<file path="config.mk">
export PLATFORM = sky130hd
export DESIGN_NAME = store_monitor
export DESIGN_NICKNAME = d
export VERILOG_FILES = /design/src/rtl/store_monitor.sv
export SDC_FILE = /design/constraint.sdc
export NUM_CORES = 1
export LEC_CHECK = 0
export CELL_PAD_IN_SITES_DETAIL_PLACEMENT = 0
export CELL_PAD_IN_SITES_GLOBAL_PLACEMENT = 1
export CORE_UTILIZATION = 30
export CTS_BUF_LIST = sky130_fd_sc_hd__clkbuf_4 sky130_fd_sc_hd__clkbuf_8 sky130_fd_sc_hd__clkbuf_16
export DETAILED_ROUTE_END_ITERATION = 16
export GPL_TIMING_DRIVEN = 0
export PLACE_DENSITY_LB_ADDON = 0.1
export SETUP_SLACK_MARGIN = 0.2
export SLEW_MARGIN = 30
export SYNTH_ARGS = -nofsm -noshare
export SYNTH_HDL_FRONTEND = slang
export SYNTH_SLANG_ARGS = --single-unit
</file>
<file path="constraint.sdc">
create_clock -name clk -period 11.6 [get_ports clk]
set_input_delay 1.16 -clock clk [delete_from_list [all_inputs] [get_ports clk]]
set_output_delay 1.16 -clock clk [all_outputs]
set_load 0.01 [all_outputs]
</file>
<file path="src/rtl/store_monitor.sv">
// rtl/store_monitor.sv - store trace FIFO and sticky pass/fail verdict for the core's data-memory write port
//
// Ports:
//   clk, rst                    rising-edge clock, synchronous active-high reset
//   memwrite, dataadr,
//   writedata, pc               core store strobe, address, data and pc of the store
//   rd_en                       pop the trace head
//   rd_valid, rd_addr,
//   rd_data, rd_pc              show-ahead head entry; all zero when the trace is empty
//   count                       trace occupancy
//   overflow                    sticky: a store was dropped on a full trace
//   store_cnt                   stores seen while running, saturating
//   done, pass, fail            sticky verdict flags
module store_monitor #(
  parameter int          DEPTH     = 8,
  parameter logic [31:0] PASS_ADDR = 32'd84,
  parameter logic [31:0] PASS_DATA = 32'd7,
  parameter logic [15:0] TIMEOUT   = 16'd500
) (
  input  logic                     clk,
  input  logic                     rst,
  input  logic                     memwrite,
  input  logic [31:0]              dataadr,
  input  logic [31:0]              writedata,
  input  logic [31:0]              pc,
  input  logic                     rd_en,
  output logic                     rd_valid,
  output logic [31:0]              rd_addr,
  output logic [31:0]              rd_data,
  output logic [31:0]              rd_pc,
  output logic [$clog2(DEPTH):0]   count,
  output logic                     overflow,
  output logic [15:0]              store_cnt,
  output logic                     done,
  output logic                     pass,
  output logic                     fail
);

  localparam int AW = $clog2(DEPTH);
  localparam int CW = AW + 1;

  typedef enum logic [1:0] {
    ST_RUN,
    ST_PASS,
    ST_FAIL
  } state_t;

  state_t state, state_nxt;

  logic [31:0]   mem_addr [DEPTH];
  logic [31:0]   mem_data [DEPTH];
  logic [31:0]   mem_pc   [DEPTH];
  logic [AW-1:0] wr_ptr;
  logic [AW-1:0] rd_ptr;
  logic [15:0]   tmo_cnt;

  logic in_run;
  logic push_req;
  logic pop;
  logic full;
  logic push_do;
  logic drop;

  assign in_run   = (state == ST_RUN);
  assign push_req = in_run && memwrite;
  assign pop      = rd_en && (count != '0);
  assign full     = (count == CW'(DEPTH));
  // A pop in the same cycle frees the slot, so a full trace still accepts the store.
  assign push_do  = push_req && (!full || pop);
  assign drop     = push_req && full && !pop;

  assign rd_valid = (count != '0);
  assign rd_addr  = rd_valid ? mem_addr[rd_ptr] : 32'd0;
  assign rd_data  = rd_valid ? mem_data[rd_ptr] : 32'd0;
  assign rd_pc    = rd_valid ? mem_pc[rd_ptr]   : 32'd0;

  // A verdict store takes priority over the timeout, so a PASS store on the
  // last allowed cycle still passes.
  always_comb begin
    state_nxt = state;
    if (state == ST_RUN) begin
      if (memwrite && (dataadr == PASS_ADDR)) begin
        state_nxt = (writedata == PASS_DATA) ? ST_PASS : ST_FAIL;
      end else if (tmo_cnt == (TIMEOUT - 16'd1)) begin
        state_nxt = ST_FAIL;
      end
    end
  end

  always_ff @(posedge clk) begin
    if (rst) begin
      state     <= ST_RUN;
      wr_ptr    <= '0;
      rd_ptr    <= '0;
      count     <= '0;
      overflow  <= 1'b0;
      store_cnt <= 16'd0;
      tmo_cnt   <= 16'd0;
      done      <= 1'b0;
      pass      <= 1'b0;
      fail      <= 1'b0;
    end else begin
      state <= state_nxt;
      done  <= (state_nxt != ST_RUN);
      pass  <= (state_nxt == ST_PASS);
      fail  <= (state_nxt == ST_FAIL);

      if (push_do) wr_ptr <= wr_ptr + AW'(1);
      if (pop)     rd_ptr <= rd_ptr + AW'(1);

      case ({push_do, pop})
        2'b10:   count <= count + CW'(1);
        2'b01:   count <= count - CW'(1);
        default: count <= count;
      endcase

      if (drop) overflow <= 1'b1;

      if (push_req && (store_cnt != 16'hFFFF)) store_cnt <= store_cnt + 16'd1;

      if (in_run) tmo_cnt <= tmo_cnt + 16'd1;
    end
  end

  // Trace storage needs no reset: rd_* are gated to zero while empty.
  always_ff @(posedge clk) begin
    if (!rst && push_do) begin
      mem_addr[wr_ptr] <= dataadr;
      mem_data[wr_ptr] <= writedata;
      mem_pc[wr_ptr]   <= pc;
    end
  end

endmodule
</file>
* Word level (Yosys, flattened, before mapping)
Memory sizes are Yosys's and may differ from the RTL's. A register that Yosys moved wholly into a read port is not among the register bits. Cells that the tools add are included.
Word-level totals: ROM bits 0, word-level logic and storage cells 60, output and inout bits 121, memories 3, bits in latches 0, RAM bits 768, flip-flop bits (word level) 48
Memories:
- mem_addr | words 8, bits a word 32, read ports 1, clocked after memory_dff 1, write ports 1, line 50 | logic [31:0] mem_addr [DEPTH];
- mem_data | words 8, bits a word 32, read ports 1, clocked after memory_dff 1, write ports 1, line 51 | logic [31:0] mem_data [DEPTH];
- mem_pc | words 8, bits a word 32, read ports 1, clocked after memory_dff 1, write ports 1, line 52 | logic [31:0] mem_pc [DEPTH];
Operators by class: div/mod/pow operators 0, add/sub/neg operators 6, eq/ne operators 9, multiplexer cells 16, shift operators 0, bitwise logic cells 0, order comparisons 0, multiply operators 0, reduce and logical (&&, ||, !) cells 16
Operators by type and width (number):
- $mux W32 | 3
- $add A16 B1 Y16 const B | 2
- $eq A32 B3 Y1 const B | 1
- $eq A32 B7 Y1 const B | 1
- $mux W3 | 6
- $eq A16 B9 Y1 const B | 1
- $ne A16 B16 Y1 const B | 1
- $logic_and A1 B1 Y1 | 8
- $mux W2 | 4
- $pmux W4 S2 | 1
- $add A3 B1 Y3 const B | 2
- $add A4 B1 Y4 const B | 1
- $eq A2 B1 Y1 const B | 2
- $eq A2 B2 Y1 const B | 2
- $eq A4 B4 Y1 const B | 1
- $reduce_bool A2 Y1 | 2
- $reduce_bool A4 Y1 | 1
- $sub A4 B1 Y4 const B | 1
- $logic_not A1 Y1 | 3
- $logic_not A2 Y1 | 1
- $mux W1 | 2
- $logic_or A1 B1 Y1 | 1

* Logic depth before layout (Yosys ltp)
depth after elaboration 7, depth in mapped cells 9

* Worst setup path after synthesis
OpenSTA, ideal clock, no wires.
kind in2reg, start point input memwrite, end point memory mem_addr[1][0], enable pin, data required time 10.932 ns, path buffers 1, cell stages on the path 6, slack 2.396 ns, arrival 8.536 ns, setup time 0.668 ns, cells stage by stage or3b_1 buf_6 a21o_1 nor2_1 nand2_1 nor3_1
Between the ends: longest elaborated chain between the ends 5
Ends and longest elaborated chain:
- start: declaration | line 22 | input logic memwrite,
- $logic_and A1 B1 Y1 | line 65 | assign push_req = in_run && memwrite;
- $logic_and A1 B1 Y1 | line 69 | assign push_do = push_req && (!full || pop);
- $logic_and A1 B1 Y1 | line 127 | if (!rst && push_do) begin
- $mux W1 | line 127
- $mux W1 (not written as such) | line 128 | mem_addr[wr_ptr] <= dataadr;
- end: declaration | line 50
No other way between the ends.

==> flow_summary.ini <==
[outcome]
outcome = finished, final reports clean

[grt]
grt_use_total_pct = 15.5
grt_max_degree = 18
grt_pass1_wl_microns = 119000
antenna_found_initial = 9
grt-ovfl-total = 0
grt_pass1_vias = 16900

[clocking]
cts_root_buf = clkbuf_16
post_cts_resized = 0
post_cts_buffers = 0
cts_buffers = 94
insertion_delay_ns = 0.65
cts.sinks = 819
holdBufCountCts = 0
cts_buffer_depth = 3
clkSlewWorstSetupHoldPaths_ns = 0.06
cts_tree = done
htreeDepth = 3

[synthesis]
synth-main-ff-cell = edfxtp_1
async_flop_share_pct = 0
syn_nets = 1622
synth_seq_area_share_pct = 76.4
synth_edf_count = 768
yosys_warnings = 0
synth_seq_cells = 819
synth_cell_types = 50
synth_area_sq_um = 31500
netlist_instances = 1517
syn_avg_cell_area_sq_um = 20.8

[timing]
setup_violations = 0
clock_skew_ns = 0.0227
min_period_ns = 4.93
tightest_slew_ns = 0.961
slew-limit-headroom_pct = 35.9
finalHoldViolations = 0
period_share_pct = 42.5
clock.fmax_ghz = 0.203
fin_ws_ns = 6.67
rsz0062_at_grt = no
drv_slew = 0
holdWs_ns = 0.497
setup_tns_ns = 0

[job]
drv_cap = 0

[cells_and_area]
fill_cells = 9521
instances_no_fill = 3367
final_cell_mix = edfxtp_1, clkdlybuf4s50_1, mux4_2
fin_area_sq_um = 40100
multi_input_area_sq_um = 7180
fin_util_pct = 38.6
nets = 2018
layout_commonest_cell = edfxtp_1
drive_gt1_share_pct = 23.5
area.growth.synth_to_final_pct = 27.1
seqCellArea_sq_um = 24100

[detailed_routing]
post-route-drc-count = 0
final_antenna_net_count = 0
wire_per_inst_microns = 24.3
dr.pass1.iters = 4
routed_via_density = 4.68
drtIter0Drc = 1173
wirelength_microns = 81700
vias = 15800

[place]
dp_cells = 3196
dpl_worst_slack_ns = 6.82
placed_cell_area_sq_um = 37100
dp_hpwl_microns = 55200
gp_congestion = 0.708
port-buffer-count = 219

[power_and_ir_drop]
clock_power_share_pct = 38.2
comb_power_share_pct = 18.0
max-vdd-ir-drop_mv = 0.0961
pwr-share-seq_pct = 43.8
p_int_mw = 5.67
power_leakage_nw = 12.4
p_sw_share_pct = 24.8
p_per_area_nw_per_um2 = 188
power_mw = 7.54
power.net_switching_mw = 1.87

[floorplanning]
die_w_microns = 326
rows = 118
start_util_pct = 30.3
pin_count = 221
die_h_microns = 326
core_area_sq_um = 104000
dieArea_sq_um = 106000

[min_path]
hold_class = reg2reg
hold_start = tmo_cnt[7]$_SDFFE_PP0N_
min_to = tmo_cnt[7]$_SDFFE_PP0N_
whs_path_depth = 2

[worst_setup_path]
worstPathCellList = clkbuf_1 > buf_2 > buf_1 > mux2i_1 > nor2_1 > clkdlybuf4s50_1
r2r_cells = 12
cp_slowest_cell = buf_1
required_ns = 10.44
cp-start-kind = flip-flop
cpPeakStageDelay_ns = 0.74
reg2reg_to = mem_pc[1][10]$_DFFE_PP_
rrSetupSlack_ns = 8.31
critPathMaxFanout = 10
worstSetupEndpointType = primary output
critPathArrivalTime_ns = 3.77
rr_startpoint = state[1]$_SDFF_PP0_
crit_type = reg2out
## critical path: cells and delay by family, from the launching register on
family / cells / cell delay [ns]
DFF: 1 / 0.30
muxes: 1 / 0.32
and+or+nand+nor: 1 / 0.16
buffers and inverters: 4 / 2.32
## registers in the layout, indices dropped and copies added, names as in the netlist, named ones only
register,count
mem_addr,256
mem_data,256
mem_pc,256
store_cnt,16
tmo_cnt,16
count,4
rd_ptr,3
wr_ptr,3
state,2
done,1
fail,1
overflow,1
pass,1
## power groups by stage
| stage | sequential (mW) | combinational (mW) | clock (mW) |
|---|---|---|---|
| finish | 3.30 | 1.36 | 2.88 |
| global route | 3.30 | 1.47 | 3.07 |
| CTS | 3.30 | 1.41 | 2.97 |
| detailed placement | 3.36 | 1.41 | 0 |
| global placement | 3.38 | 1.37 | 0 |
| floorplan | 3.37 | 0.691 | 0 |
## layout make-up
class | count | share of cell area, %
Tap cell | 1380 | 4.31
Timing Repair Buffer | 300 | 9.30
Clock buffer | 120 | 6.52
Clock inverter | 47 | 0.996
Sequential cell | 819 | 60.1
Buffer | 75 | 0.836
Antenna cell | 3 | 0.0187
Multi-Input combinational cell | 618 | 17.9
Inverter | 5 | 0.0468
## logic make-up after synthesis
family | synth area share (%)
buffers and inverters | 1.10
xor gates and xnor gates | 0.805
muxes | 16.9
AOI/OAI and AO/OA | 0.758
and+or+nand+nor | 3.86
DFF | 76.4
adders and majority gates | 0.198
## cells in the mapped netlist (all sizes together) (3+ instances only)
cell type | number | share of area [%]
nor2b | 3 | 0.060
edfxtp | 768 | 73
mux4 | 192 | 14
ha | 5 | 0.20
o21ai | 10 | 0.16
dfxtp | 51 | 3.2
mux2i | 100 | 3.2
nor4 | 17 | 0.45
nor2 | 149 | 1.8
nand2b | 4 | 0.079
nand2 | 19 | 0.23
nand3 | 14 | 0.22
a211oi | 3 | 0.071
a21oi | 13 | 0.21
nand4 | 14 | 0.28
nor4b | 3 | 0.083
nor3 | 9 | 0.16
xnor2 | 14 | 0.39
or3 | 10 | 0.21
clkbuf | 35 | 0.42
xor2 | 15 | 0.42
inv | 5 | 0.059
buf | 40 | 0.62
## worst max-delay path by stage
| stage | start | endpoint | slack, ns |
|---|---|---|---|
| 2_1_floorplan | memwrite | mem_addr[1][0]$_DFFE_PP_ | 2.40 |
| 4_1_cts | flip-flop | rd_pc[28] | 6.44 |
| 6_report | flip-flop | rd_pc[8] | 6.67 |
| 3_5_place_dp | memwrite | mem_pc[1][10]$_DFFE_PP_ | 6.82 |
| 5_1_grt | flip-flop | rd_pc[14] | 6.37 |
| 3_3_place_gp | memwrite | mem_pc[1][4]$_DFFE_PP_ | -7.46 |
## routing by layer
| metal | global-route usage (%) | vias up | routed length (microns) |
|---|---|---|---|
| met5 | 0 | - | 40 |
| met4 | 3.85 | 8 | 1510 |
| met3 | 3.20 | 105 | 3920 |
| met2 | 25.1 | 346 | 39300 |
| met1 | 21.1 | 8249 | 36900 |
| li1 | - | 7043 | - |
No activity file was read; power rests on OpenSTA's default activity.
